--- config.mk ---
export PLATFORM = sky130hd
export DESIGN_NAME = life_game_sequencer
export DESIGN_NICKNAME = d
export VERILOG_FILES = /design/src/rtl/life_game_sequencer_pkg.sv /design/src/rtl/life_game_neighbor_address.sv /design/src/rtl/life_game_sequencer.sv
export SDC_FILE = /design/constraint.sdc
export NUM_CORES = 1
export LEC_CHECK = 0
export BUFFER_PORTS_ARGS = -buffer_cell sky130_fd_sc_hd__buf_2
export CORE_ASPECT_RATIO = 1.75
export CORE_MARGIN = 5
export CORE_UTILIZATION = 45
export DETAILED_ROUTE_END_ITERATION = 10
export PLACE_DENSITY = 0.78
export SYNTH_ARGS = -nofsm -noshare
export SYNTH_HDL_FRONTEND = slang
export SYNTH_SLANG_ARGS = --single-unit
--- constraint.sdc ---
create_clock -name clock -period 2.1 [get_ports clock]
set_input_delay 0.21 -clock clock [delete_from_list [all_inputs] [get_ports clock]]
set_output_delay 0.21 -clock clock [all_outputs]
set_load 0.02 [all_outputs]
--- src/rtl/life_game_sequencer_pkg.sv ---
// Shared definitions for the Game-of-Life sequencer: world defaults, the
// frame-swap address, FSM state encodings and the neighbour offset table.
package life_game_sequencer_pkg;

    localparam int unsigned CELL_COUNT_X_DEFAULT = 64;
    localparam int unsigned CELL_COUNT_Y_DEFAULT = 48;

    // Writing here selects which frame the cell store reads from (data bit 0).
    localparam logic [11:0] SWAP_ADDRESS = 12'hFFF;

    // Neighbour reads per cell run k = 0 (self) .. 8.
    localparam logic [3:0] LAST_NEIGHBOR = 4'd8;

    typedef enum logic [2:0] {
        StIdle  = 3'd0,
        StRead  = 3'd1,
        StDrain = 3'd2,
        StWrite = 3'd3,
        StSwap  = 3'd4
    } state_e;

    // Offsets are two's complement in two bits: -1, 0 or +1.
    localparam logic [1:0] OFF_MINUS = 2'b11;
    localparam logic [1:0] OFF_ZERO  = 2'b00;
    localparam logic [1:0] OFF_PLUS  = 2'b01;

    typedef struct packed {
        logic [1:0] dy;
        logic [1:0] dx;
    } offset_t;

    // Neighbour offset table, indexed by read number k.
    function automatic offset_t neighbor_offset(input logic [3:0] k);
        offset_t o;
        case (k)
            4'd1:    o = {OFF_MINUS, OFF_MINUS};
            4'd2:    o = {OFF_MINUS, OFF_ZERO};
            4'd3:    o = {OFF_MINUS, OFF_PLUS};
            4'd4:    o = {OFF_ZERO,  OFF_MINUS};
            4'd5:    o = {OFF_ZERO,  OFF_PLUS};
            4'd6:    o = {OFF_PLUS,  OFF_MINUS};
            4'd7:    o = {OFF_PLUS,  OFF_ZERO};
            4'd8:    o = {OFF_PLUS,  OFF_PLUS};
            default: o = {OFF_ZERO,  OFF_ZERO};
        endcase
        return o;
    endfunction

endpackage

--- src/rtl/life_game_neighbor_address.sv ---
// Maps a cell (y, x) and neighbour number k to a toroidally wrapped
// cell-store address {y[5:0], x[5:0]}. Purely combinational.
module life_game_neighbor_address
    import life_game_sequencer_pkg::*;
#(
    parameter int unsigned CELL_COUNT_Y = CELL_COUNT_Y_DEFAULT
) (
    input  logic [5:0]  y,
    input  logic [5:0]  x,
    input  logic [3:0]  k,
    output logic [11:0] address
);

    localparam logic [5:0] LAST_ROW = 6'(CELL_COUNT_Y - 1);

    offset_t    offset;
    logic [5:0] ny;
    logic [5:0] nx;

    // Rows wrap explicitly at the world height; columns wrap naturally in 6 bits.
    always_comb begin
        offset = neighbor_offset(k);
        ny     = y;
        if (offset.dy == OFF_MINUS) begin
            ny = (y == 6'd0) ? LAST_ROW : y - 6'd1;
        end else if (offset.dy == OFF_PLUS) begin
            ny = (y == LAST_ROW) ? 6'd0 : y + 6'd1;
        end
        nx      = x + {{4{offset.dx[1]}}, offset.dx};
        address = {ny, nx};
    end

endmodule

--- src/rtl/life_game_sequencer.sv ---
// Game-of-Life generation sequencer. Scans every cell of the current frame,
// reads its eight neighbours from a one-cycle-latency cell store, writes the
// next state into the other frame and finally flips the frame index. The CPU
// owns the cell port whenever the engine is idle.
module life_game_sequencer
    import life_game_sequencer_pkg::*;
#(
    parameter int unsigned CELL_COUNT_X = CELL_COUNT_X_DEFAULT,
    parameter int unsigned CELL_COUNT_Y = CELL_COUNT_Y_DEFAULT,
    parameter int unsigned AUTO_PERIOD  = 25000000
) (
    input  logic        clock,
    input  logic        reset_n,
    input  logic        step,
    input  logic        run,
    output logic        busy,
    output logic        done,
    output logic [15:0] generation,
    input  logic        cpu_write,
    input  logic [11:0] cpu_address,
    input  logic [31:0] cpu_data_in,
    output logic [31:0] cpu_data_out,
    output logic        cpu_grant,
    output logic        cell_write,
    output logic [11:0] cell_address,
    output logic [31:0] cell_data_in,
    input  logic [31:0] cell_data_out
);

    localparam int unsigned AUTO_WIDTH = (AUTO_PERIOD > 1) ? $clog2(AUTO_PERIOD) : 1;
    localparam logic [AUTO_WIDTH-1:0] AUTO_LAST = AUTO_WIDTH'(AUTO_PERIOD - 1);
    localparam logic [5:0] LAST_X = 6'(CELL_COUNT_X - 1);
    localparam logic [5:0] LAST_Y = 6'(CELL_COUNT_Y - 1);

    state_e                state_q, state_d;
    logic [3:0]            k_q;
    logic [5:0]            x_q;
    logic [5:0]            y_q;
    logic                  self_q;
    logic [3:0]            count_q;
    logic                  shadow_q;
    logic [15:0]           generation_q;
    logic [AUTO_WIDTH-1:0] auto_q;
    logic                  done_q;

    logic                  start;
    logic                  last_cell;
    logic                  next_alive;
    logic                  swap_forwarded;
    logic [11:0]           neighbor_address;
    logic                  engine_write;
    logic [11:0]           engine_address;
    logic [31:0]           engine_data;

    assign start      = (state_q == StIdle) && (step || (run && (auto_q == AUTO_LAST)));
    assign last_cell  = (x_q == LAST_X) && (y_q == LAST_Y);
    assign next_alive = (count_q == 4'd3) || (self_q && (count_q == 4'd2));

    // A CPU write reaches the store only while granted.
    assign swap_forwarded = cpu_grant && cpu_write && (cpu_address == SWAP_ADDRESS);

    life_game_neighbor_address #(
        .CELL_COUNT_Y(CELL_COUNT_Y)
    ) u_neighbor_address (
        .y      (y_q),
        .x      (x_q),
        .k      (k_q),
        .address(neighbor_address)
    );

    // FSM state register.
    always_ff @(posedge clock) begin
        if (!reset_n) begin
            state_q <= StIdle;
        end else begin
            state_q <= state_d;
        end
    end

    // FSM next state and engine-side cell-port drive.
    always_comb begin
        state_d        = state_q;
        engine_write   = 1'b0;
        engine_address = neighbor_address;
        engine_data    = 32'd0;
        case (state_q)
            StIdle: begin
                if (start) state_d = StRead;
            end
            StRead: begin
                if (k_q == LAST_NEIGHBOR) state_d = StDrain;
            end
            StDrain: begin
                state_d = StWrite;
            end
            StWrite: begin
                engine_write   = 1'b1;
                engine_address = {y_q, x_q};
                engine_data    = {31'd0, next_alive};
                state_d        = last_cell ? StSwap : StRead;
            end
            StSwap: begin
                engine_write   = 1'b1;
                engine_address = SWAP_ADDRESS;
                engine_data    = {31'd0, ~shadow_q};
                state_d        = StIdle;
            end
            default: begin
                state_d = StIdle;
            end
        endcase
    end

    // Cell scan position, neighbour index and neighbourhood accumulation.
    // Read data lags its address by one cycle, so READ k samples read k-1
    // and DRAIN samples the last neighbour.
    always_ff @(posedge clock) begin
        if (!reset_n) begin
            k_q     <= 4'd0;
            x_q     <= 6'd0;
            y_q     <= 6'd0;
            self_q  <= 1'b0;
            count_q <= 4'd0;
        end else begin
            case (state_q)
                StIdle: begin
                    if (start) begin
                        k_q     <= 4'd0;
                        x_q     <= 6'd0;
                        y_q     <= 6'd0;
                        count_q <= 4'd0;
                    end
                end
                StRead: begin
                    k_q <= (k_q == LAST_NEIGHBOR) ? 4'd0 : k_q + 4'd1;
                    if (k_q == 4'd1) begin
                        self_q <= cell_data_out[0];
                    end else if (k_q != 4'd0) begin
                        count_q <= count_q + {3'd0, cell_data_out[0]};
                    end
                end
                StDrain: begin
                    count_q <= count_q + {3'd0, cell_data_out[0]};
                end
                StWrite: begin
                    count_q <= 4'd0;
                    if (!last_cell) begin
                        if (x_q == LAST_X) begin
                            x_q <= 6'd0;
                            y_q <= y_q + 6'd1;
                        end else begin
                            x_q <= x_q + 6'd1;
                        end
                    end
                end
                default: begin
                end
            endcase
        end
    end

    // Frame-index shadow, generation counter and completion pulse.
    always_ff @(posedge clock) begin
        if (!reset_n) begin
            shadow_q     <= 1'b0;
            generation_q <= 16'd0;
            done_q       <= 1'b0;
        end else begin
            done_q <= (state_q == StSwap);
            if (state_q == StSwap) begin
                shadow_q     <= ~shadow_q;
                generation_q <= generation_q + 16'd1;
            end else if (swap_forwarded) begin
                shadow_q <= cpu_data_in[0];
            end
        end
    end

    // Auto-run counter: counts idle cycles while run is set, frozen while busy.
    always_ff @(posedge clock) begin
        if (!reset_n) begin
            auto_q <= '0;
        end else if (!run || start) begin
            auto_q <= '0;
        end else if (state_q == StIdle) begin
            auto_q <= auto_q + AUTO_WIDTH'(1);
        end
    end

    assign cpu_grant    = (state_q == StIdle);
    assign busy         = ~cpu_grant;
    assign done         = done_q;
    assign generation   = generation_q;
    assign cpu_data_out = cell_data_out;
    assign cell_write   = cpu_grant ? cpu_write   : engine_write;
    assign cell_address = cpu_grant ? cpu_address : engine_address;
    assign cell_data_in = cpu_grant ? cpu_data_in : engine_data;

endmodule

==> key figures <==
Critical path
  – Max stage delay cell, worst path: dfxtp_4
  – Worst-path maximum fanout: 6
  – Critical Path Most Common Cell: buf_4
  – Worst-path cell chain: buf_6 > ha_4 > o21ai_2 > o21a_1 > a211oi_2 > buf_4 > nand2_2 > a21oi_2 > nor3_2 > buf_4
  – Critical Path RT: 1890 ps
  – Critical Path End Type: output port
  – Worst Path Buf+Inv: 3
  – Worst setup SP type: register
  – Slowest cell delay on critical path: 360 ps
  – Crit path max-delay family: compound AO/OA/AOI/OAI gates
  – Worst EP arrival: 2180 ps
  – Critical path type: register to output port

Logic synthesis
  – Yosys top cell area share: 29.72%
  – Synth Cell Area: 4782 um^2
  – Post-Syn Instances: 616
  – EDFF count, synth: 0
  – Top post-synthesis cells by area: dfxtp_1, nor2_1, xor2_1
  – Post-synth ARST share: 0%
  – Register area share after synthesis: 29.72%
  – Primary FF master, synth: dfxtp_1
  – Cell type with the largest total area after synthesis: dfxtp_1
  – Synth Area per Inst: 7.763 um^2
  – Synth warnings: 0
  – Seq cells post-synth: 71
  – Count of cell types in the netlist: 66
  – Syn_nets: 714

Routing
  – Metal3 WL: 1.120 mm
  – Top Metal Used: met4
  – DRT met1 WL: 5.903 mm
  – Post-DRT Antenna Nets: 0
  – First DRT Iteration DRCs: 451
  – Wire length per cell: 20.24 um
  – Pre-antenna DRT Iters: 6
  – Routed vias: 5435
  – DRC viols: 0
  – Metal2 WL: 10.21 mm
  – Detailed Route WL: 18.58 mm
  – Via density: 5.920

Floorplan
  – Floorplan core area: 10360 um^2
  – Die Area: 12870 um^2
  – Initial Util: 46.15%
  – Io pins: 177
  – # rows: 49
  – Die Height: 146.4 um
  – Die Width: 87.93 um

CTS
  – TritonCTS Buffers: 9
  – H-tree levels: 3
  – Clock buffer depth: 2
  – Clock slew at reported path FFs: 60 ps
  – Root Driver: clkbuf_16
  – Worst skew pair latency: 340 ps
  – TritonCTS clock tree: yes
  – CTS Sinks: 71

Power and ir drop
  – Leakage Power: 3.025 nW
  – Pwr/cell area: 628.7 nW/um^2
  – Final Power: 4.565 mW
  – Peak VDD IR: 0.5580 mV

Timing
  – Fmax achieved: 418.0 MHz
  – Hold Violations, Final: 0
  – Setup ws final: -292.1 ps
  – Final Slew Violations: 0
  – Fin crit share: 113.9%
  – Slew @ Worst Pin: 535.1 ps
  – Setup violations, final: 45
  – RSZ-0062 raised after global routing: yes
  – Layout Skew: 9.776 ps
  – Crit path time final: 2392 ps
  – Normalized max-slew margin: 64.28%

Run status
  – Failing checks: setup timing
  – Status: finished with violations

Run
  – Max-Cap Viols: 0

Placement
  – GPL Wtd Cong: 0.9518
  – DP Cell Count: 875
  – # port buffers: 114
  – DP HPWL: 11.92 mm

Global routing
  – Initial antenna violation count: 0
  – Congestion Overflow GR: 0
  – Vias in the first global route: 5628
  – Global Route Usage Sum: 26.54%
  – First-pass GRT wire length: 27.00 mm
  – Largest net degree at the start of global routing: 39

Cells and area
  – Inserted Diodes: 0
  – Non-Filler Instances: 918
  – Nets@finish: 884
  – Commonest non-fill, non-tap cells in the layout: buf_2, buf_4, dfxtp_1
  – Synth-to-Final Area Change: 51.83%
  – Layout cells sized above 1: 47.41%
  – Commonest non-fill, non-tap cell in the layout: buf_2

Hold path
  – Hold WC Path Type: input port to register
[state kept, by name, indices dropped and copies added (netlist names)]
name                       count
auto_q                        25
count_q                        4
done                           1
generation                    16
k_q                            4
self_q                         1
shadow_q                       1
state_q                        3
u_neighbor_address.offset      4
x_q                            6
y_q                            6
[area by class of cell]
cell class                 instances  area, um^2
inverter                          24       95.09
clock buffer                      11       252.7
fill                             704        3100
timing repair buffer             218        1580
clock inverter                     5       56.30
multi-input combinational        462        3671
sequential                        71        1446
tap                              127       158.9
[through the flow]
step | setup TNS (ps) | cell area [um^2] | utilization, % | hold slack (ps) | worst slack, ps
finish | -5195 | 7261 | 70.08 | 243.6 | -292.1
CTS | -4472 | 6792 | 65.55 | 155.9 | -304.8
global route | -8301 | 7261 | 70.08 | 263.0 | -355.0
detailed placement | -4622 | 5779 | 55.78 | 420.1 | -214.5
global placement | -1421 | 5779 | 55.78 | 420.1 | -154.5
floorplan | -119.7 | 4816 | - | 353.9 | -59.89
[cell families (layout without fill, tap and decap cells)]
logic type,after synthesis,after routing,synth area share [%]
AOI/OAI and AO/OA,110,110,15.75
xor gates and xnor gates,45,45,8.242
adders and majority gates,17,17,4.605
buffers and inverters,83,258,9.315
DFF,71,71,29.72
muxes,11,11,2.329
and+or+nand+nor,279,279,30.04
[what timing repair did]
action / in CTS / in global routing
setup endpoints to repair: 86 / 69
hold buffers: 0 / 0
pin swaps: 60 / 51
gates resized for setup: 110 / 128
setup buffers: 25 / 6
cloned: 3 / 0
[worst paths after layout]
kind	slack, ps	start	cells past startpoint	endpoint
worst max-delay path	-290	u_neighbor_address.offset[1]	10	cell_address[5]
worst min-delay path	240	cpu_data_in[0]	3	shadow_q
worst max register to register	-260	auto_q[17]	8	u_neighbor_address.offset[2]
worst min register to register	500	generation[1]	2	generation[1]
[per-layer routing]
layer	up-vias	global-route usage, %
met2	279	49.02
li1	2456	-
met1	2605	24.96
met5	-	0
met4	0	17.67
met3	95	5.693
[report_power, final]
group,leakage [nW],total [mW],switching (mW),internal (mW)
sequential,0.580,1.43,0.0479,1.38
clock,0.152,1.60,0.621,0.982
combinational,2.29,1.53,0.874,0.660
total,3.03,4.57,1.54,3.02
[cell usage after synthesis (5+ instances only)]
master      n
or3_1      10
a21oi_1    18
nor3_1     15
dfxtp_1    71
a22o_1      5
mux2i_1    10
nor2_1     77
nand3_1    34
ha_1       16
nand4_1     9
xor2_1     32
o211ai_1   10
a211oi_1    6
xnor2_1    13
a31oi_1     7
buf_4      33
and3_1     10
o21ai_0    30
and2_1     34
inv_1      24
a2111oi_0   5
clkbuf_1   22
nand2_1    55
[worst min-delay path, stage by stage]
cell and delay, ps:
buf_2 100, a311oi_1 90, nor3_1 130
No activity file was read; power rests on OpenSTA's default activity.
